==> config.mk <==
export PLATFORM = sky130hd
export DESIGN_NAME = spi_block_reader
export DESIGN_NICKNAME = d
export VERILOG_FILES = /design/src/rtl/spi_block_reader.sv
export SDC_FILE = /design/constraint.sdc
export NUM_CORES = 2
export LEC_CHECK = 0
export ABC_AREA = 1
export BUFFER_PORTS_ARGS = -buffer_cell sky130_fd_sc_hd__buf_2
export CORE_UTILIZATION = 50
export DETAILED_ROUTE_END_ITERATION = 12
export PLACE_DENSITY = 0.65
export SLEW_MARGIN = 20
export SYNTH_ARGS = -nofsm -noshare
export SYNTH_HDL_FRONTEND = slang
export SYNTH_SLANG_ARGS = --single-unit
export TNS_END_PERCENT = 10
==> constraint.sdc <==
create_clock -name clk -period 18 [get_ports clk]
set_input_delay 3.6 -clock clk [delete_from_list [all_inputs] [get_ports clk]]
set_output_delay 3.6 -clock clk [all_outputs]
set_load 0.005 [all_outputs]
==> src/rtl/spi_block_reader.sv <==
`default_nettype none
// +--------------------------------------------------------------------------+
// | spi_block_reader: fetches a short response or a token/data/CRC16 block   |
// | through the SPI byte engine into a word-wide buffer. Optional SPI_CRC_EN |
// | adds CRC-16/XMODEM checking.                                             |
// | Revision: 1.0                                                            |
// +--------------------------------------------------------------------------+
module spi_block_reader #(
   parameter int         BLK_BYTES   = 512,
   parameter int         OUT_W       = 8,
   parameter int         MAX_RETRIES = 32767,
   parameter logic [7:0] TOKEN       = 8'hFE
) (
   input  logic             clk,
   input  logic             rst,
   input  logic             cmd_start,
   input  logic [15:0]      cmd_len,
   input  logic             cmd_long,
   output logic             busy,
   output logic             done,
   output logic [1:0]       status,
   output logic             spi_start,
   input  logic [7:0]       spi_data,
   input  logic             spi_rdy,
   input  logic             rd_req,
   input  logic             rd_rewind,
   output logic [OUT_W-1:0] rd_data,
   output logic             rd_valid,
   output logic             rd_last
);

   localparam int c_BPW     = OUT_W / 8;
   localparam int c_LOG_BPW = $clog2(c_BPW);
   localparam int c_DEPTH   = BLK_BYTES / c_BPW;
   localparam int c_ADDR_W  = (c_DEPTH > 1) ? $clog2(c_DEPTH) : 1;
   localparam int c_LANE_W  = (c_BPW > 1) ? c_LOG_BPW : 1;
   localparam int c_RET_W   = $clog2(MAX_RETRIES + 1);
   localparam logic [c_LANE_W-1:0] c_LANE_MAX = c_LANE_W'(c_BPW - 1);

   typedef enum logic [2:0] {
      S_IDLE   = 3'd0,
      S_REQ    = 3'd1,
      S_WAIT   = 3'd2,
      S_HUNT   = 3'd3,
      S_DATA   = 3'd4,
      S_CRC    = 3'd5,
      S_FINISH = 3'd6
   } state_t;

   typedef enum logic [1:0] {
      PH_HUNT = 2'd0,
      PH_DATA = 2'd1,
      PH_CRC  = 2'd2
   } phase_t;

   state_t               r_state, w_state_nxt;
   phase_t               r_phase;
   logic                 r_busy, r_done, r_long, r_crc_hi;
   logic [1:0]           r_status, r_fin, w_final_status;
   logic [15:0]          r_len, r_cnt, w_cnt_nxt;
   logic [7:0]           r_byte;
   logic [c_RET_W-1:0]   r_retries;
   logic [c_LANE_W-1:0]  r_lane;
   logic [c_ADDR_W-1:0]  r_wptr, r_rptr, r_last_word;
   logic [OUT_W-1:0]     r_mem [c_DEPTH];
   logic [OUT_W-1:0]     r_mem_q, r_rd_data, w_word;
   logic                 r_v1, r_l1, r_rd_valid, r_rd_last;
   logic                 w_accept, w_len_bad, w_retry_hit, w_data_end, w_we, w_rd_go;

`ifdef SPI_CRC_EN
   logic [15:0] r_crc_calc, r_crc_rx;

   function automatic logic [15:0] crc16_byte(input logic [15:0] crc_in, input logic [7:0] din);
      logic [15:0] c;
      c = crc_in ^ {din, 8'h00};
      for (int i = 0; i < 8; i++) begin
         c = c[15] ? ((c << 1) ^ 16'h1021) : (c << 1);
      end
      return c;
   endfunction

   assign w_final_status = (r_long && (r_fin == 2'd0) && (r_crc_rx != r_crc_calc)) ? 2'd2 : r_fin;
`else
   assign w_final_status = r_fin;
`endif

   // A start arriving alongside done belongs to the finished capture and is dropped.
   assign w_accept    = cmd_start && !r_done;
   assign w_len_bad   = (cmd_len == 16'd0) || ({1'b0, cmd_len} > 17'(BLK_BYTES)) ||
                        ((cmd_len & 16'(c_BPW - 1)) != 16'd0);
   assign w_retry_hit = (c_RET_W'(r_retries + 1'b1) == c_RET_W'(MAX_RETRIES));
   assign w_cnt_nxt   = r_cnt + 16'd1;
   assign w_data_end  = (w_cnt_nxt == r_len);
   assign w_we        = (r_state == S_DATA) && (r_lane == c_LANE_MAX);
   assign w_rd_go     = rd_req && !rd_rewind && !r_busy;

   always_ff @(posedge clk or posedge rst) begin
      if (rst) r_state <= S_IDLE;
      else     r_state <= w_state_nxt;
   end

   always_comb begin
      w_state_nxt = r_state;
      spi_start   = 1'b0;
      case (r_state)
         S_IDLE: if (w_accept) w_state_nxt = w_len_bad ? S_FINISH : S_REQ;
         S_REQ: begin
            spi_start   = 1'b1;
            w_state_nxt = S_WAIT;
         end
         S_WAIT: begin
            if (spi_rdy) begin
               if (r_phase == PH_CRC)
                  w_state_nxt = S_CRC;
               else if ((r_phase == PH_DATA) || (spi_data != 8'hFF && !r_long))
                  w_state_nxt = S_DATA;
               else
                  w_state_nxt = S_HUNT;
            end
         end
         S_HUNT: begin
            if (r_byte == 8'hFF)      w_state_nxt = w_retry_hit ? S_FINISH : S_REQ;
            else if (r_byte == TOKEN) w_state_nxt = S_REQ;
            else                      w_state_nxt = S_FINISH;
         end
         S_DATA:   w_state_nxt = (w_data_end && !r_long) ? S_FINISH : S_REQ;
         S_CRC:    w_state_nxt = r_crc_hi ? S_REQ : S_FINISH;
         S_FINISH: w_state_nxt = S_IDLE;
         default:  w_state_nxt = S_IDLE;
      endcase
   end

   always_ff @(posedge clk or posedge rst) begin
      if (rst) begin
         r_phase     <= PH_HUNT;
         r_busy      <= 1'b0;
         r_done      <= 1'b0;
         r_long      <= 1'b0;
         r_crc_hi    <= 1'b0;
         r_status    <= 2'd0;
         r_fin       <= 2'd0;
         r_len       <= 16'd0;
         r_cnt       <= 16'd0;
         r_byte      <= 8'd0;
         r_retries   <= '0;
         r_lane      <= '0;
         r_wptr      <= '0;
         r_last_word <= '0;
`ifdef SPI_CRC_EN
         r_crc_calc  <= 16'd0;
         r_crc_rx    <= 16'd0;
`endif
      end else begin
         r_done <= 1'b0;
         case (r_state)
            S_IDLE: begin
               if (w_accept) begin
                  r_busy      <= 1'b1;
                  r_status    <= 2'd0;
                  r_fin       <= w_len_bad ? 2'd3 : 2'd0;
                  r_len       <= cmd_len;
                  r_long      <= cmd_long;
                  r_cnt       <= 16'd0;
                  r_retries   <= '0;
                  r_lane      <= '0;
                  r_wptr      <= '0;
                  r_phase     <= PH_HUNT;
                  r_crc_hi    <= 1'b1;
                  r_last_word <= c_ADDR_W'((cmd_len >> c_LOG_BPW) - 16'd1);
`ifdef SPI_CRC_EN
                  r_crc_calc  <= 16'd0;
`endif
               end
            end
            S_WAIT: if (spi_rdy) r_byte <= spi_data;
            S_HUNT: begin
               if (r_byte == 8'hFF) begin
                  if (w_retry_hit) begin
                     r_retries <= c_RET_W'(MAX_RETRIES);
                     r_fin     <= 2'd1;
                  end else begin
                     r_retries <= r_retries + 1'b1;
                  end
               end else if (r_byte == TOKEN) begin
                  r_phase <= PH_DATA;
               end else begin
                  r_fin <= 2'd3;
               end
            end
            S_DATA: begin
               r_cnt   <= w_cnt_nxt;
               r_phase <= (w_data_end && r_long) ? PH_CRC : PH_DATA;
               if (r_lane == c_LANE_MAX) begin
                  r_lane <= '0;
                  r_wptr <= r_wptr + 1'b1;
               end else begin
                  r_lane <= r_lane + 1'b1;
               end
`ifdef SPI_CRC_EN
               r_crc_calc <= crc16_byte(r_crc_calc, r_byte);
`endif
            end
            S_CRC: begin
               r_crc_hi <= 1'b0;
`ifdef SPI_CRC_EN
               if (r_crc_hi) r_crc_rx[15:8] <= r_byte;
               else          r_crc_rx[7:0]  <= r_byte;
`endif
            end
            S_FINISH: begin
               r_done   <= 1'b1;
               r_busy   <= 1'b0;
               r_status <= w_final_status;
            end
            default: ;
         endcase
      end
   end

   // Bytes arrive little-endian; the final byte of a word goes straight to the RAM write.
   generate
      if (c_BPW > 1) begin : g_pack
         logic [OUT_W-9:0] r_pack;
         always_ff @(posedge clk) begin
            if (r_state == S_DATA && r_lane != c_LANE_MAX)
               r_pack[r_lane*8 +: 8] <= r_byte;
         end
         assign w_word = {r_byte, r_pack};
      end else begin : g_nopack
         assign w_word = r_byte;
      end
   endgenerate

   always_ff @(posedge clk) begin
      if (w_we)    r_mem[r_wptr] <= w_word;
      if (w_rd_go) r_mem_q <= r_mem[r_rptr];
   end

   always_ff @(posedge clk or posedge rst) begin
      if (rst) begin
         r_rptr     <= '0;
         r_v1       <= 1'b0;
         r_l1       <= 1'b0;
         r_rd_valid <= 1'b0;
         r_rd_last  <= 1'b0;
         r_rd_data  <= '0;
      end else begin
         r_v1       <= w_rd_go;
         r_l1       <= w_rd_go && (r_rptr == r_last_word);
         r_rd_valid <= r_v1;
         r_rd_last  <= r_l1;
         if (r_v1) r_rd_data <= r_mem_q;
         if (r_state == S_FINISH || rd_rewind)
            r_rptr <= '0;
         else if (w_rd_go)
            r_rptr <= (r_rptr == r_last_word) ? '0 : r_rptr + 1'b1;
      end
   end

   assign busy     = r_busy;
   assign done     = r_done;
   assign status   = r_status;
   assign rd_data  = r_rd_data;
   assign rd_valid = r_rd_valid;
   assign rd_last  = r_rd_last;

endmodule
`default_nettype wire
Word level (Yosys, flattened, before mapping)

Memory sizes are Yosys's and may differ from the RTL's. A register that Yosys moved wholly into a read port is not among the register bits.
Cells that the tools add are included.

Register bits: 108
Bits in writable memories: 4096
Input port bits: 31
Output and inout port bits: 15
Word-level logic and storage cells: 130
Memories: 1

Memories:

| name  | words | width | read ports | clocked after Yosys merged registers in | write ports | RTL line | RTL |
|---|---|---|---|---|---|---|---|
| r_mem | 512   | 8     | 1          | 1                                       | 1           | 65       | `logic [OUT_W-1:0] r_mem [c_DEPTH];` |

Add/subtract/negate cells: 6
$lt $le $gt $ge: 1
Equality and inequality tests: 22
Mux-type cells: 45
Bitwise logic cells: 1
Reduce and logical (&&, ||, !) cells: 33

Operator list:

| operator                                                                           | number |
|---|---|
| 15-bit two-way mux                                                                 | 3 |
| 9-bit two-way mux                                                                  | 5 |
| 16-bit case mux with 2 select lines                                                | 1 |
| 3-bit two-way mux                                                                  | 10 |
| 15-bit case mux with 2 select lines                                                | 1 |
| 9-bit by 1-bit adder with 9-bit output (second input constant)                     | 2 |
| 2-bit two-way mux                                                                  | 9 |
| 3-bit case mux with 6 select lines                                                 | 1 |
| 9-bit case mux with 2 select lines                                                 | 1 |
| 16-bit by 1-bit adder with 16-bit output (second input constant)                   | 1 |
| 16-bit equality test                                                               | 1 |
| 8-bit equality test (second input constant)                                        | 2 |
| 16-bit by 10-bit greater-than comparator with 1-bit output (second input constant) | 1 |
| 16-bit logical NOT                                                                 | 1 |
| 16-bit two-way mux                                                                 | 1 |
| 15-bit by 1-bit adder with 15-bit output (second input constant)                   | 1 |
| 15-bit equality test (second input constant)                                       | 1 |
| 2-bit inequality test (second input constant)                                      | 6 |
| 2-bit AND reduction                                                                | 6 |
| 2-bit nonzero test                                                                 | 5 |
| 3-bit equality test (second input constant)                                        | 3 |
| 9-bit equality test                                                                | 1 |
| 9-bit by 1-bit subtractor with 9-bit output (second input constant)                | 1 |
| 1-bit logical AND                                                                  | 8 |
| 18 further kinds                                                                   | 36 |

Logic depth before layout (Yosys ltp)

Depth after elaboration: 7
Mapped depth: 18
Gate-level depth less buffers: 18

Worst setup path after synthesis

OpenSTA, ideal clock, no wires.

Kind: register -> register
Start: register r_byte[4]
End: register r_retries[0]
Data arrival time: 7.874 ns
Required time: 17.860 ns
Setup slack: 9.986 ns
Stages on the path, launching flop included: 8
Period minus slack after synthesis: 8.014 ns
Cells stage by stage: dfrtp_1 nand4_1 nor4_1 nand2_1 clkbuf_1 nand2_1 clkbuf_1 o22ai_1

Word-level cells in the longest chain between the ends: 3

Ends and longest elaborated chain:

| element                         | RTL line | RTL |
|---|---|---|
| start, declared                 | 61       | `logic [7:0] r_byte;` |
| start signal, assigned          | 175      | `S_WAIT: if (spi_rdy) r_byte <= spi_data;` |
| 8-bit equality test             | 177      | `if (r_byte == 8'hFF) begin` |
| 2-bit inequality test (no line) | --       |  |
| 3-bit AND reduction (no line)   | --       |  |
| end signal, assigned            | 179      | `r_retries <= c_RET_W'(MAX_RETRIES);` |
| end signal, assigned            | 182      | `r_retries <= r_retries + 1'b1;` |
| end, declared                   | 62       | `logic [c_RET_W-1:0] r_retries;` |

Every way passes these cells.
A chain may end at the register's enable or synchronous reset.

==> run_results.csv <==
group,metric,value,unit
grt,antenna_found_initial,20,
detailed_routing,post-route-drc-count,0,
clock_tree,root_buffer,"clkbuf_16",
sta,maxSlewViolCount,0,
sta,rsz0062_at_grt,"no",
logic_synthesis,syn_nets,14530,
detailed_routing,wl,464300,um
placed_design,post-place-ws,11.95,ns
logic_synthesis,avgSynthCellArea,11.81,um^2
sta,final_hold_viol_count,0,
detailed_routing,drtAntennaViolNets,0,
sta,holdWs,0.3698,ns
placed_design,dp_cells,18230,
cells_and_area,final_area,187800,um^2
die,start_util,50.29,%
grt,grt_pass1_wl,684100,um
placed_design,numPortBuffers,45,
setup_path,worstPathRequired,18.83,ns
grt,grt_max_degree,228,
clock_tree,clk_latency,0.99,ns
detailed_routing,via_per_inst,5.917,
detailed_routing,num_vias,112400,
setup_path,worstPathArrival,7.03,ns
power,p_int,18.12,mW
placed_design,dp_hpwl,247400,um
sta,tns,0,ns
grt,grt_pass1_vias,104200,
setup_path,worstSetupPathType,"register to register",
power,seq_power_share,48.4,%
detailed_routing,top_layer_used,"met5",
logic_synthesis,synthArstFlopShare,2.541,%
cells_and_area,fin_cells,19000,
detailed_routing,m1WireLength,190400,um
grt,grt_remaining_overflow,0,
detailed_routing,drt_iter0_markers,14770,
die,die_w,587.1,um
logic_synthesis,ys_seq_area_share,73.57,%
die,die_h,587.1,um
sta,fin_ws,11.79,ns
clock_tree,clkTransAtPathRegs,0.06,ns
sta,slew_headroom,7.694,%
detailed_routing,drt-pass1-iter-count,6,
sta,fmax,0.1611,GHz
clock_tree,cts_tree,"yes",
power,clockPowerShare,33.0,%
hold_path,hold_path_class,"register to register",
power,powerDensity,138.1,nW/um^2
die,dieArea,344700,um^2
clock_tree,cts_made_buffers,417,
run,maxCapViolations,0,
sta,period_share,34.49,%
logic_synthesis,synthFlopType,"edfxtp_1",
cells_and_area,syn2layout_area_growth,9.726,%
clock_tree,ctsHoldBuffers,0,
detailed_routing,wl_per_cell,24.43,um
logic_synthesis,ys_ff_latch,4211,
die,io_pins,46,
sta,setup_viol,0,
power,power_switching,7.814,mW
clock_tree,htreeDepth,5,
sta,worstMarginPinSlew,1.385,ns
clock_tree,post_cts_buffers,0,
power,p_leak,62.52,nW
detailed_routing,wl_met3,43150,um
cells_and_area,fillers,27820,
logic_synthesis,synth-warning-count,0,
power,swShare,30.13,%
run_status,status,"finished, final reports clean",
die,core_area,340300,um^2
power,pwr-share-comb,18.6,%
logic_synthesis,synth_edf_count,4104,
sta,skew,0.03734,ns
logic_synthesis,synth_area,171200,um^2
sta,fin_crit,6.208,ns
clock_tree,cts.sinks,4211,
die,rows,214,
setup_path,cp-end-kind,"register",
cells_and_area,fin_nets,14160,
setup_path,path_max_fanout,137,
setup_path,start_kind,"register",
grt,track_usage,26.16,%
logic_synthesis,synthesis.instances,14490,
clock_tree,clk_path_buf_depth,4,
cells_and_area,drive_above_1_share,5.865,%
detailed_routing,wl_met2,213700,um
placed_design,place_area,174500,um^2
clock_tree,cts_resized,0,
power,irDropWorstVdd,0.2826,mV
placed_design,gp_congestion,0.8420,
logic_synthesis,synth_cell_types,42,
## sequential cells by signal, indices dropped and copies added, names as in the netlist, 3 cells and up
name and cells:
r_mem 4096, r_wptr 9, r_last_word 9, rd_data 8
r_rptr 9, r_len 16, r_state 3, r_cnt 16
r_mem_q 8, r_retries 15, r_byte 8
## worst max-delay path, cell delays in order (launching register included)
cell     delay [ns]
dfrtp_4        0.69
buf_4          0.57
buf_4          0.74
buf_12         0.55
buf_12         0.52
buf_4          0.73
nor2_1         0.11
nor2_1         0.14
o21ai_0        0.12
o21ai_1        0.13
nand2_1        0.08
nand3_1        0.16
nand3_1        0.17
nand3_1        0.30
nand3_1        0.20
nand3_1        0.18
nand3_1        0.10
nand2_1        0.10
## cell usage after synthesis (2+ instances only)
library cell,instances,share of area (%)
ha_1,10,0.073
a31oi_1,2,0.0073
o211ai_1,65,0.29
nor2_1,3411,7.5
inv_2,4,0.0088
a21oi_1,21,0.061
nand2_1,1594,3.5
inv_1,172,0.38
nand3_1,1061,3.1
buf_6,9,0.059
nor3_1,16,0.047
clkinv_1,4,0.0088
clkbuf_1,573,1.3
nand4_1,14,0.051
o22ai_1,368,1.3
o21ai_0,2004,5.9
buf_4,34,0.15
dfrtp_1,107,1.6
nor4_1,7,0.026
buf_1,108,0.24
xnor3_1,2,0.026
o21ai_1,471,1.4
or2_2,4,0.015
edfxtp_1,4104,72
xor2_1,17,0.087
clkbuf_2,3,0.0088
buf_2,274,0.80
and2_1,2,0.0073
o21bai_1,3,0.013
mux2_2,14,0.092
xnor2_1,3,0.015
## power by group through the flow
stage / clock (mW) / combinational [mW] / sequential [mW]
2_1_floorplan: 0 / 2.39 / 13.9
3_3_place_gp: 0 / 4.72 / 12.7
3_5_place_dp: 0 / 4.78 / 12.7
4_1_cts: 8.63 / 4.80 / 12.5
5_1_grt: 8.98 / 5.26 / 12.6
6_report: 8.56 / 4.84 / 12.5
## final cells by class
type / instances / area, um^2 / share of cell area [%]
Sequential cell: 4211 / 126000 / 67.08
Multi-Input combinational cell: 9100 / 40420 / 21.52
Clock buffer: 512 / 10990 / 5.852
Tap cell: 4536 / 5675 / 3.022
Clock inverter: 249 / 2236 / 1.191
Timing Repair Buffer: 206 / 1772 / 0.9434
Inverter: 180 / 719.4 / 0.3831
Antenna cell: 9 / 22.52 / 0.01199
## placed cells by master (no fill, tap or decap), types with 21 or more instances in the layout
master	synthesis	layout
a21oi_1	21	21
buf_12	0	27
buf_2	274	45
buf_4	34	134
bufinv_16	0	37
clkbuf_1	573	82
clkbuf_16	0	423
clkinv_1	4	108
clkinv_2	0	79
dfrtp_1	107	92
edfxtp_1	4104	4104
inv_1	172	168
nand2_1	1594	1579
nand3_1	1061	1061
nor2_1	3411	3407
o211ai_1	65	65
o21ai_0	2004	2004
o21ai_1	471	471
o22ai_1	368	368
## path summary, 6_finish.rpt
path	slack (ns)	endpoint	from	depth (start not counted)
min in group asynchronous	2.70	r_len[12]	rst	2
worst max-delay path	11.79	r_mem_q[1]	r_rptr[0]	17
max in group asynchronous	13.90	r_rptr[3]	rst	3
worst min register to register	0.37	rd_last	r_l1	0
worst max register to register	11.79	r_mem_q[1]	r_rptr[0]	17
worst min-delay path	0.37	rd_last	r_l1	0
## logic make-up (layout without fill, tap and decap cells)
kind of cell / count (synthesis) / count (layout) / synth area share (%)
AO/OA/AOI/OAI: 2942 / 2942 / 8.992
XOR/XNOR: 22 / 22 / 0.1287
adder cells (fa/ha/maj): 10 / 10 / 0.07310
buffers and inverters: 1181 / 1147 / 2.907
flip-flops: 4211 / 4211 / 73.57
multiplexers: 14 / 14 / 0.09211
other: 0 / 9 / 0
AND/OR/NAND/NOR: 6112 / 6112 / 14.24
## metrics by stage
stage	power [mW]	util (%)
after floorplan	16.24	-
after global placement	17.46	51.29
after detailed placement	17.52	51.29
after CTS	25.96	55.18
after global routing	26.80	55.18
final	25.94	55.18
## routing by layer
metal	vias to the layer above	GRT usage (%)
met5	-	0
met4	2	9.368
met3	808	4.102
met2	5376	40.56
met1	55410	37.68
li1	50850	-
Note: power is estimated with default switching activity, not from simulation.
